<file path="src/rtl/id_lifetime_tracker_pkg.sv">
// Package for the ID lifetime tracker.
// Holds the in-flight counter update encoding and the helper that picks
// the update from this cycle's grant and legal-retire decisions.
package id_lifetime_tracker_pkg;

  typedef enum logic [1:0] {
    CNT_HOLD = 2'd0,
    CNT_INC  = 2'd1,
    CNT_DEC  = 2'd2
  } cnt_op_e;

  // A grant and a legal retire in the same cycle cancel out.
  function automatic cnt_op_e cnt_op_sel(input logic ack, input logic ret_ok);
    cnt_op_e op;
    op = CNT_HOLD;
    if (ack && !ret_ok) op = CNT_INC;
    else if (!ack && ret_ok) op = CNT_DEC;
    return op;
  endfunction

endpackage

</file>
<file path="src/rtl/id_lifetime_tracker_toggle_flop_bank.sv">
// toggle_flop_bank: DEPTH flop-based toggle bits.
// Ports:
//   clk_i, rst_ni   - clock, async active-low clear of all bits
//   tgl_en_i        - toggle the bit selected by tgl_idx_i at the edge
//   tgl_idx_i       - index of the bit to toggle
//   rd_idx_i[k]     - read-port indices
//   rd_data_o[k]    - combinational read of bits_q[rd_idx_i[k]]
//   bits_o          - full registered bit vector
module toggle_flop_bank
  import id_lifetime_tracker_pkg::*;
#(
  parameter int unsigned DEPTH          = 8,
  parameter int unsigned NUM_READ_PORTS = 2,
  localparam int unsigned IDW           = $clog2(DEPTH)
) (
  input  logic                      clk_i,
  input  logic                      rst_ni,
  input  logic                      tgl_en_i,
  input  logic [IDW-1:0]            tgl_idx_i,
  input  logic [IDW-1:0]            rd_idx_i [NUM_READ_PORTS],
  output logic [NUM_READ_PORTS-1:0] rd_data_o,
  output logic [DEPTH-1:0]          bits_o
);

  logic [DEPTH-1:0] bits_q, bits_d;

  always_comb begin
    bits_d = bits_q;
    if (tgl_en_i) bits_d[tgl_idx_i] = ~bits_q[tgl_idx_i];
  end

  always_ff @(posedge clk_i or negedge rst_ni) begin
    if (!rst_ni) bits_q <= '0;
    else         bits_q <= bits_d;
  end

  always_comb begin
    rd_data_o = '0;
    for (int unsigned k = 0; k < NUM_READ_PORTS; k++) begin
      rd_data_o[k] = bits_q[rd_idx_i[k]];
    end
  end

  assign bits_o = bits_q;

endmodule

</file>
<file path="src/rtl/id_lifetime_tracker.sv">
// id_lifetime_tracker: round-robin transaction ID allocator with in-flight
// tracking. An ID is busy while its issue and retire toggle bits differ.
// Ports:
//   clk, rst_n       - clock, async active-low reset
//   alloc_req        - request an ID this cycle
//   alloc_ack        - grant (request and ID at alloc pointer free)
//   alloc_id         - granted ID (alloc pointer)
//   retire/retire_id - return an in-flight ID
//   query_id[k]      - IDs to query
//   query_busy[k]    - queried ID is in flight (registered state only)
//   inflight_count   - number of busy IDs
//   empty, full      - count == 0 / count == DEPTH
module id_lifetime_tracker
  import id_lifetime_tracker_pkg::*;
#(
  parameter int unsigned DEPTH          = 8,
  parameter int unsigned NUM_READ_PORTS = 2,
  localparam int unsigned IDW           = $clog2(DEPTH),
  localparam int unsigned CNTW          = $clog2(DEPTH + 1)
) (
  input  logic                      clk,
  input  logic                      rst_n,
  input  logic                      alloc_req,
  output logic                      alloc_ack,
  output logic [IDW-1:0]            alloc_id,
  input  logic                      retire,
  input  logic [IDW-1:0]            retire_id,
  input  logic [IDW-1:0]            query_id [NUM_READ_PORTS],
  output logic [NUM_READ_PORTS-1:0] query_busy,
  output logic [CNTW-1:0]           inflight_count,
  output logic                      empty,
  output logic                      full
);

  logic [IDW-1:0]            alloc_ptr_q, alloc_ptr_d;
  logic [CNTW-1:0]           count_q, count_d;
  logic [DEPTH-1:0]          issue_bits, retire_bits, busy;
  logic [NUM_READ_PORTS-1:0] issue_rd, retire_rd;
  logic                      retire_ok;
  cnt_op_e                   cnt_op;

  toggle_flop_bank #(
    .DEPTH          (DEPTH),
    .NUM_READ_PORTS (NUM_READ_PORTS)
  ) u_issue_bank (
    .clk_i     (clk),
    .rst_ni    (rst_n),
    .tgl_en_i  (alloc_ack),
    .tgl_idx_i (alloc_ptr_q),
    .rd_idx_i  (query_id),
    .rd_data_o (issue_rd),
    .bits_o    (issue_bits)
  );

  toggle_flop_bank #(
    .DEPTH          (DEPTH),
    .NUM_READ_PORTS (NUM_READ_PORTS)
  ) u_retire_bank (
    .clk_i     (clk),
    .rst_ni    (rst_n),
    .tgl_en_i  (retire_ok),
    .tgl_idx_i (retire_id),
    .rd_idx_i  (query_id),
    .rd_data_o (retire_rd),
    .bits_o    (retire_bits)
  );

  assign busy = issue_bits ^ retire_bits;

  // Head-of-line: only the ID at the pointer may be granted.
  assign alloc_ack = alloc_req & ~busy[alloc_ptr_q] & rst_n;
  assign alloc_id  = alloc_ptr_q;
  assign retire_ok = retire & busy[retire_id];

  // Per-port busy is the XOR of the two banks' read ports.
  assign query_busy = issue_rd ^ retire_rd;

  always_comb begin
    alloc_ptr_d = alloc_ptr_q;
    if (alloc_ack) alloc_ptr_d = alloc_ptr_q + IDW'(1);
  end

  always_comb begin
    cnt_op  = cnt_op_sel(alloc_ack, retire_ok);
    count_d = count_q;
    case (cnt_op)
      CNT_INC: count_d = count_q + CNTW'(1);
      CNT_DEC: count_d = count_q - CNTW'(1);
      default: count_d = count_q;
    endcase
  end

  always_ff @(posedge clk or negedge rst_n) begin
    if (!rst_n) begin
      alloc_ptr_q <= '0;
      count_q     <= '0;
    end else begin
      alloc_ptr_q <= alloc_ptr_d;
      count_q     <= count_d;
    end
  end

  assign inflight_count = count_q;
  assign empty          = (count_q == '0);
  assign full           = (count_q == CNTW'(DEPTH));

  // Returning an ID that is not in flight is a protocol error upstream;
  // the retire is dropped and flagged here.
  always_ff @(posedge clk) begin
    if (rst_n && retire) begin
      assert (busy[retire_id])
        else $warning("illegal retire of idle id %0d", retire_id);
    end
  end

endmodule
</file>
<file path="config.mk">
export PLATFORM = sky130hd
export DESIGN_NAME = id_lifetime_tracker
export DESIGN_NICKNAME = d
export VERILOG_FILES = /design/src/rtl/id_lifetime_tracker_pkg.sv /design/src/rtl/id_lifetime_tracker_toggle_flop_bank.sv /design/src/rtl/id_lifetime_tracker.sv
export SDC_FILE = /design/constraint.sdc
export NUM_CORES = 1
export LEC_CHECK = 0
export BUFFER_PORTS_ARGS = -buffer_cell sky130_fd_sc_hd__buf_2
export CAP_MARGIN = 20
export CORE_ASPECT_RATIO = 1.75
export CORE_MARGIN = 3
export CORE_UTILIZATION = 45
export DETAILED_ROUTE_END_ITERATION = 8
export HOLD_SLACK_MARGIN = 0.06
export PLACE_DENSITY_LB_ADDON = 0.2
export SLEW_MARGIN = 10
export SYNTH_ARGS = -nofsm -noshare
export SYNTH_HDL_FRONTEND = slang
export SYNTH_SLANG_ARGS = --single-unit
export TNS_END_PERCENT = 5
</file>
<file path="constraint.sdc">
create_clock -name clk -period 3.35 [get_ports clk]
set_input_delay 0.67 -clock clk [delete_from_list [all_inputs] [get_ports clk]]
set_output_delay 0.67 -clock clk [all_outputs]
set_load 0.01 [all_outputs]
</file>
==> flow_metrics.tcl, run 1 <==
set metrics [dict create \
    status "completed" \
    worst_slack_ns 0.392 \
    cts.sinks 23 \
    die_area_mm2 0.00491 \
    grt_overflow 0 \
    yosysWarnings 0 \
    grt_max_degree 24 \
    startpoint_type "register" \
    r2r_end "inflight_count[2]$_DFFE_PN0P_" \
    arrival_ns 3.11 \
    cts_resized 0 \
    grt_use_met2_pct 34.7 \
    routed_wl_mm 4.39 \
    place.port_buffers 24 \
    vias 1499 \
    drt-vias-per-instance 6.17 \
    synthSimpleGateAreaFrac_pct 16.3 \
    row_count 30 \
    grt_busiest_layer "met2" \
    final_area_mm2 0.00202 \
    setup_viol 0 \
    fmax_mhz 338 \
    clkLatencyLatePin_ns 0.27 \
    seq_area_frac_synth_pct 31.4 \
    dp_cells 239 \
    num_antenna_cells 0 \
    slew_violations 0 \
    antenna_found_initial 0 \
    nNetsFinal 213 \
    synthAdderAreaFrac_pct 2.73 \
    core_area_mm2 0.00390 \
    netlist_instances 174 \
    skew_ns 0.00298 \
    netlist_area_mm2 0.00184 \
    synth_compound_area_share_pct 13.0 \
    htreeDepth 1 \
    synth-edff-count 0 \
    syn2layout_area_growth_pct 10.2 \
    synth_xor_area_share_pct 9.07 \
    cts-root-buf "clkbuf_8" \
    postCtsSetupRepairBufs 0 \
    cp.required_ns 3.50 \
    synth_cell_type_count 43 \
    synth_nets 191 \
    synthTopCellsByArea "dfrtp_1 31%, mux4_2 8.6%, xor2_1 6.7%" \
    use_met1_pct 21.5 \
    synthFlopType "dfrtp_1" \
    whs_ns 0.408 \
    relSlewSlack_pct 57.7 \
    peakVddDrop_mv 0.647 \
    cp-end-kind "register" \
    synth_top_area_share_pct 31.4 \
    cts_buffers 3 \
    regToRegStartpoint "u_issue_bank.bits_o[0]$_DFFE_PN0P_" \
    use_met3_pct 3.47 \
    cellPowerDensity_mw_per_mm2 831 \
    drt-initial-drc-count 31 \
    layoutNonFillerInstCount 243 \
    grt_pass1_vias 1570 \
    synth_top_area_cell "dfrtp_1" \
    clk_path_buf_depth 2 \
    gp_congestion 0.827 \
    die_w_um 54.3 \
    cts.clk_slew.worst_paths_ns 0.09 \
    crit_fanout 7 \
    finalSetupTns_ns 0 \
    synth_commonest_cells "23 x dfrtp_1, 14 x nor2_1, 14 x xor2_1" \
    drt_pre_antenna_iters 4 \
    grt_pass1_wl_mm 7.23 \
    dp_slack_ns 0.339 \
    leakagePower_nw 0.882 \
    synth.mux.area_fraction_pct 23.1 \
    rsz0062_at_grt "no" \
    ioPinCount 25 \
    placed_cell_area_mm2 0.00198 \
    die_h_um 90.5 \
    antenna_left 0 \
    fin_crit_ns 2.96 \
    wl_per_cell_um 18.1 \
    tightest_slew_ns 0.634 \
    n_fill_cell 383 \
    regToRegSetupSlack_ns 0.39 \
    hold_viol_final 0 \
    avgSynthCellArea_um2 10.5 \
    maxCapViolations 0 \
    cts_tree "built" \
    drc 0 \
    async_flop_share_pct 100 \
    start_util_pct 47.0 \
    ys_ff_latch 23 \
    synthMostInstantiatedCell "dfrtp_1" \
    grt_util_all_layers_pct 19.7 \
    drive_above_1_share_pct 27.7 \
    ctsHoldBuffers 0 \
    dp_hpwl_mm 3.31 \
    fin_crit_sh_pct 88.3 \
    synth_top_family_by_area "multiplexers" \
    ff2ff_path_depth 12 \
    min-delay-path-class "in -> async" \
    critical_path_class "reg -> reg" \
]
==> logic make-up (layout without fill, tap and decap cells) <==
| kind of cell | Yosys count | in the layout |
|---|---|---|
| compound gates | 34 | 34 |
| xor+xnor | 19 | 19 |
| fa+ha+maj | 4 | 4 |
| buf+inv | 14 | 35 |
| flops | 23 | 23 |
| mux | 27 | 27 |
| simple gates | 53 | 53 |
==> how the worst max path moves through the flow <==
stage                                     to  depth (start not counted)                                from  slack, ns
4_1_cts        inflight_count[2]$_DFFE_PN0P_                         12  u_issue_bank.bits_o[0]$_DFFE_PN0P_       0.41
2_1_floorplan  inflight_count[2]$_DFFE_PN0P_                         10                        retire_id[2]       0.55
5_1_grt        inflight_count[2]$_DFFE_PN0P_                         12  u_issue_bank.bits_o[0]$_DFFE_PN0P_       0.26
3_5_place_dp   inflight_count[2]$_DFFE_PN0P_                         10                        retire_id[2]       0.34
6_report       inflight_count[2]$_DFFE_PN0P_                         12  u_issue_bank.bits_o[0]$_DFFE_PN0P_       0.39
3_3_place_gp   inflight_count[2]$_DFFE_PN0P_                         10                        retire_id[2]       0.46
==> flip-flops by register name, indices dropped and copies added, names as in the netlist <==
name and cells:
inflight_count 4, u_retire_bank.bits_o 8, u_issue_bank.bits_o 8, alloc_id 3
==> cell type report <==
type                       instances  area, µm²  area share [%]
timing repair buffer              28        150            7.43
sequential                        23        576            28.5
clock inverter                     1       5.00           0.248
tap                               48       60.1            2.97
clock buffer                       3       41.3            2.04
multi-input combinational        137       1180            58.3
inverter                           3       11.3           0.557
==> layout by cell type (no fill, tap or decap), types with 2 or more instances in the layout <==
cell	instances
a31oi_1	4
nor3_1	2
a22oi_1	2
o221ai_1	3
nand2b_1	4
mux2_2	10
buf_4	4
clkbuf_8	3
ha_1	4
mux4_2	7
dfrtp_1	23
mux4_1	3
a41oi_1	4
a211oi_1	2
nand3_1	5
nand4_1	2
inv_1	3
nor2_1	14
mux2i_1	6
xor2_1	14
nor4_1	2
nand3b_1	3
buf_2	24
nor2b_1	4
xnor2_1	5
nor4bb_1	2
a21oi_1	13
and3_1	2
nand2_1	7
==> layer usage <==
layer,up-vias,wire [µm]
met3,13,218
li1,703,-
met2,44,2390
met4,0,127
met1,739,1650
met5,-,0
==> critical path, stage by stage (launching register included) <==
cell and delay (ns):
dfrtp_1 0.48, xor2_1 0.22, mux4_2 0.47, nand2b_1 0.10, and3_1 0.25, inv_1 0.10
ha_1 0.28, xor2_1 0.19, ha_1 0.20, a21oi_1 0.16, xor2_1 0.17, nor2_1 0.07
xor2_1 0.15
==> stage by stage <==
| stage | power [W] | utilization [%] |
|---|---|---|
| after floorplan | 0.00126 | - |
| after global placement | 0.00147 | 50.6 |
| after detailed placement | 0.00151 | 50.6 |
| after CTS | 0.00169 | 51.8 |
| after global routing | 0.00182 | 51.8 |
| final | 0.00168 | 51.8 |
==> power breakdown <==
part / switching, W / leakage, nW / internal [W] / total, W
Clock: 0.0000989 / 0.0255 / 0.0000833 / 0.000182
Sequential: 0.000226 / 0.289 / 0.000384 / 0.000611
Combinational: 0.000426 / 0.568 / 0.000461 / 0.000888
Total: 0.000752 / 0.882 / 0.000929 / 0.00168
Power figures use the tool's default switching activity.
==> run 2: changes to the inputs <==
CORE_ASPECT_RATIO = unset   (was 1.75)
==> run 2 against run 1 <==
Effect of this change: final area decreased by 0.74%; worst hold slack improved by 0.0050 ns; critical path depth decreased by 1; global-route usage decreased by 1.3 points; non-clock buffer count decreased by 2; wire length decreased by 1.7%; combinational power decreased by 5.3%; setup slack got worse by 0.053 ns; sequential share of layout area increased by 0.21 points; clock skew increased by 0.0020 ns; largest power group unchanged; highest routed layer unchanged.
==> flow_metrics.tcl, run 2 (synthesis results as in run 1) <==
set metrics [dict create \
    maxCapViolations 0 \
    drt-vias-per-instance 6.32 \
    clkLatencyLatePin_ns 0.27 \
    nNetsFinal 211 \
    crit_fanout 19 \
    cellPowerDensity_mw_per_mm2 827 \
    critical_path.cell_chain "mux2_2, a21oi_1, and3_1, inv_1, ha_1, xor2_1, ha_1, a21oi_1, xor2_1, nor2_1, xor2_1" \
    cts-root-buf "clkbuf_8" \
    die_area_mm2 0.00488 \
    postCtsSetupRepairBufs 0 \
    startpoint_type "register" \
    drt_pre_antenna_iters 4 \
    fin_crit_sh_pct 89.9 \
    rsz0062_at_grt "no" \
    antenna_left 0 \
    cts.sinks 23 \
    regToRegStartpoint "alloc_id[2]$_DFFE_PN0P_" \
    leakagePower_nw 0.872 \
    skew_ns 0.00496 \
    num_antenna_cells 0 \
    fin_crit_ns 3.01 \
    final_common_cell "buf_2" \
    clk_path_buf_depth 2 \
    drive_above_1_share_pct 26.9 \
    core_area_mm2 0.00380 \
    relSlewSlack_pct 57.7 \
    status "completed" \
    gp_congestion 0.784 \
    critical_path_class "reg -> reg" \
    ctsHoldBuffers 0 \
    grt_overflow 0 \
    die_w_um 69.9 \
    crit_start "alloc_id[2]$_DFFE_PN0P_" \
    row_count 22 \
    setup_viol 0 \
    mostFrequentLayoutCells "24 x buf_2, 23 x dfrtp_1, 14 x xor2_1, 14 x nor2_1, 13 x a21oi_1" \
    worst_path_most_repeated_cell "xor2_1" \
    met1_length_mm 2.00 \
    regToRegSetupSlack_ns 0.34 \
    min-delay-path-class "in -> async" \
    peakVddDrop_mv 0.438 \
    grt_pass1_vias 1516 \
    n_fill_cell 351 \
    wl_met3_um 178 \
    grt_pass1_wl_mm 7.37 \
    fmax_mhz 332 \
    grt_util_all_layers_pct 18.3 \
    cp_slowest_cell "dfrtp_1" \
    arrival_ns 3.17 \
    cp-end-kind "register" \
    max_stage_delay_ns 0.71 \
    cts.clk_slew.worst_paths_ns 0.09 \
    cts_tree "built" \
    place.port_buffers 24 \
    tightest_slew_ns 0.634 \
    antenna_found_initial 0 \
    htreeDepth 1 \
    start_util_pct 48.3 \
    grt_max_degree 24 \
    wl_per_cell_um 17.9 \
    finalSetupTns_ns 0 \
    cts_buffers 3 \
    cp.required_ns 3.51 \
    fin_util_pct 52.8 \
    cts_resized 0 \
    drt-initial-drc-count 137 \
    ioPinCount 25 \
    top_layer "met4" \
    drc 0 \
    vias 1522 \
    slew_violations 0 \
    hold_viol_final 0 \
    cp_top_family "flip-flops" \
    routed_wl_mm 4.32 \
    die_h_um 69.9 \
    met2_length_mm 2.10 \
    syn2layout_area_growth_pct 9.34 \
    dp_hpwl_mm 3.14 \
    cp_num_buf_inv 1 \
]
-- run 2: cell types whose count changed in the layout (fill, tap and decap cells not counted) --
cell   delta
buf_4     -2
-- run 2: path summary, 6_finish.rpt --
check,depth (start not counted),endpoint
max,11,inflight_count[2]$_DFFE_PN0P_
min,2,inflight_count[2]$_DFFE_PN0P_
max reg2reg,11,inflight_count[2]$_DFFE_PN0P_
min reg2reg,1,inflight_count[3]$_DFFE_PN0P_
max in group asynchronous,2,u_retire_bank.bits_o[4]$_DFFE_PN0P_
min in group clk,1,inflight_count[3]$_DFFE_PN0P_
-- run 2: layer usage --
layer / up-vias / track usage (%)
met2: 44 / 28.8
li1: 701 / -
met5: - / 0
met4: 0 / 3.83
met3: 4 / 3.45
met1: 773 / 26.4
-- run 2: final cells by class --
class / count / area (µm²) / share of cell area [%]
inverter: 3 / 11.3 / 0.561
timing repair buffer: 26 / 135 / 6.73
clock buffer: 3 / 41.3 / 2.06
multi-input combinational: 137 / 1180 / 58.7
sequential: 23 / 576 / 28.7
clock inverter: 1 / 5.00 / 0.249
tap: 48 / 60.1 / 2.99
-- run 2: power breakdown --
| group | internal [W] | switching (W) |
|---|---|---|
| clock network | 0.0000833 | 0.0000977 |
| logic | 0.000446 | 0.000395 |
| registers | 0.000384 | 0.000254 |
| total | 0.000913 | 0.000747 |
-- run 2: metrics by stage --
| stage | hold slack (ns) | cells | total power, W | setup slack (ns) | cell area [µm²] |
|---|---|---|---|---|---|
| 2_1_floorplan | 0.374 | 174 | 0.00126 | 0.549 | 1840 |
| 3_3_place_gp | 0.495 | 237 | 0.00145 | 0.448 | 1960 |
| 3_5_place_dp | 0.509 | 237 | 0.00148 | 0.332 | 1960 |
| 4_1_cts | 0.429 | 241 | 0.00166 | 0.373 | 2010 |
| 5_1_grt | 0.439 | 241 | 0.00180 | 0.128 | 2010 |
| 6_report | 0.413 | 241 | 0.00166 | 0.339 | 2010 |
-- run 2: worst reg2reg max path, delay by kind of cell, from the launching register on --
kind | cells | cell delay [ns]
xor gates and xnor gates | 3 | 0.50
AOI/OAI and AO/OA | 2 | 0.36
buffers and inverters | 1 | 0.10
adders and majority gates | 2 | 0.46
muxes | 1 | 0.40
and+or+nand+nor | 2 | 0.38
DFF | 1 | 0.71
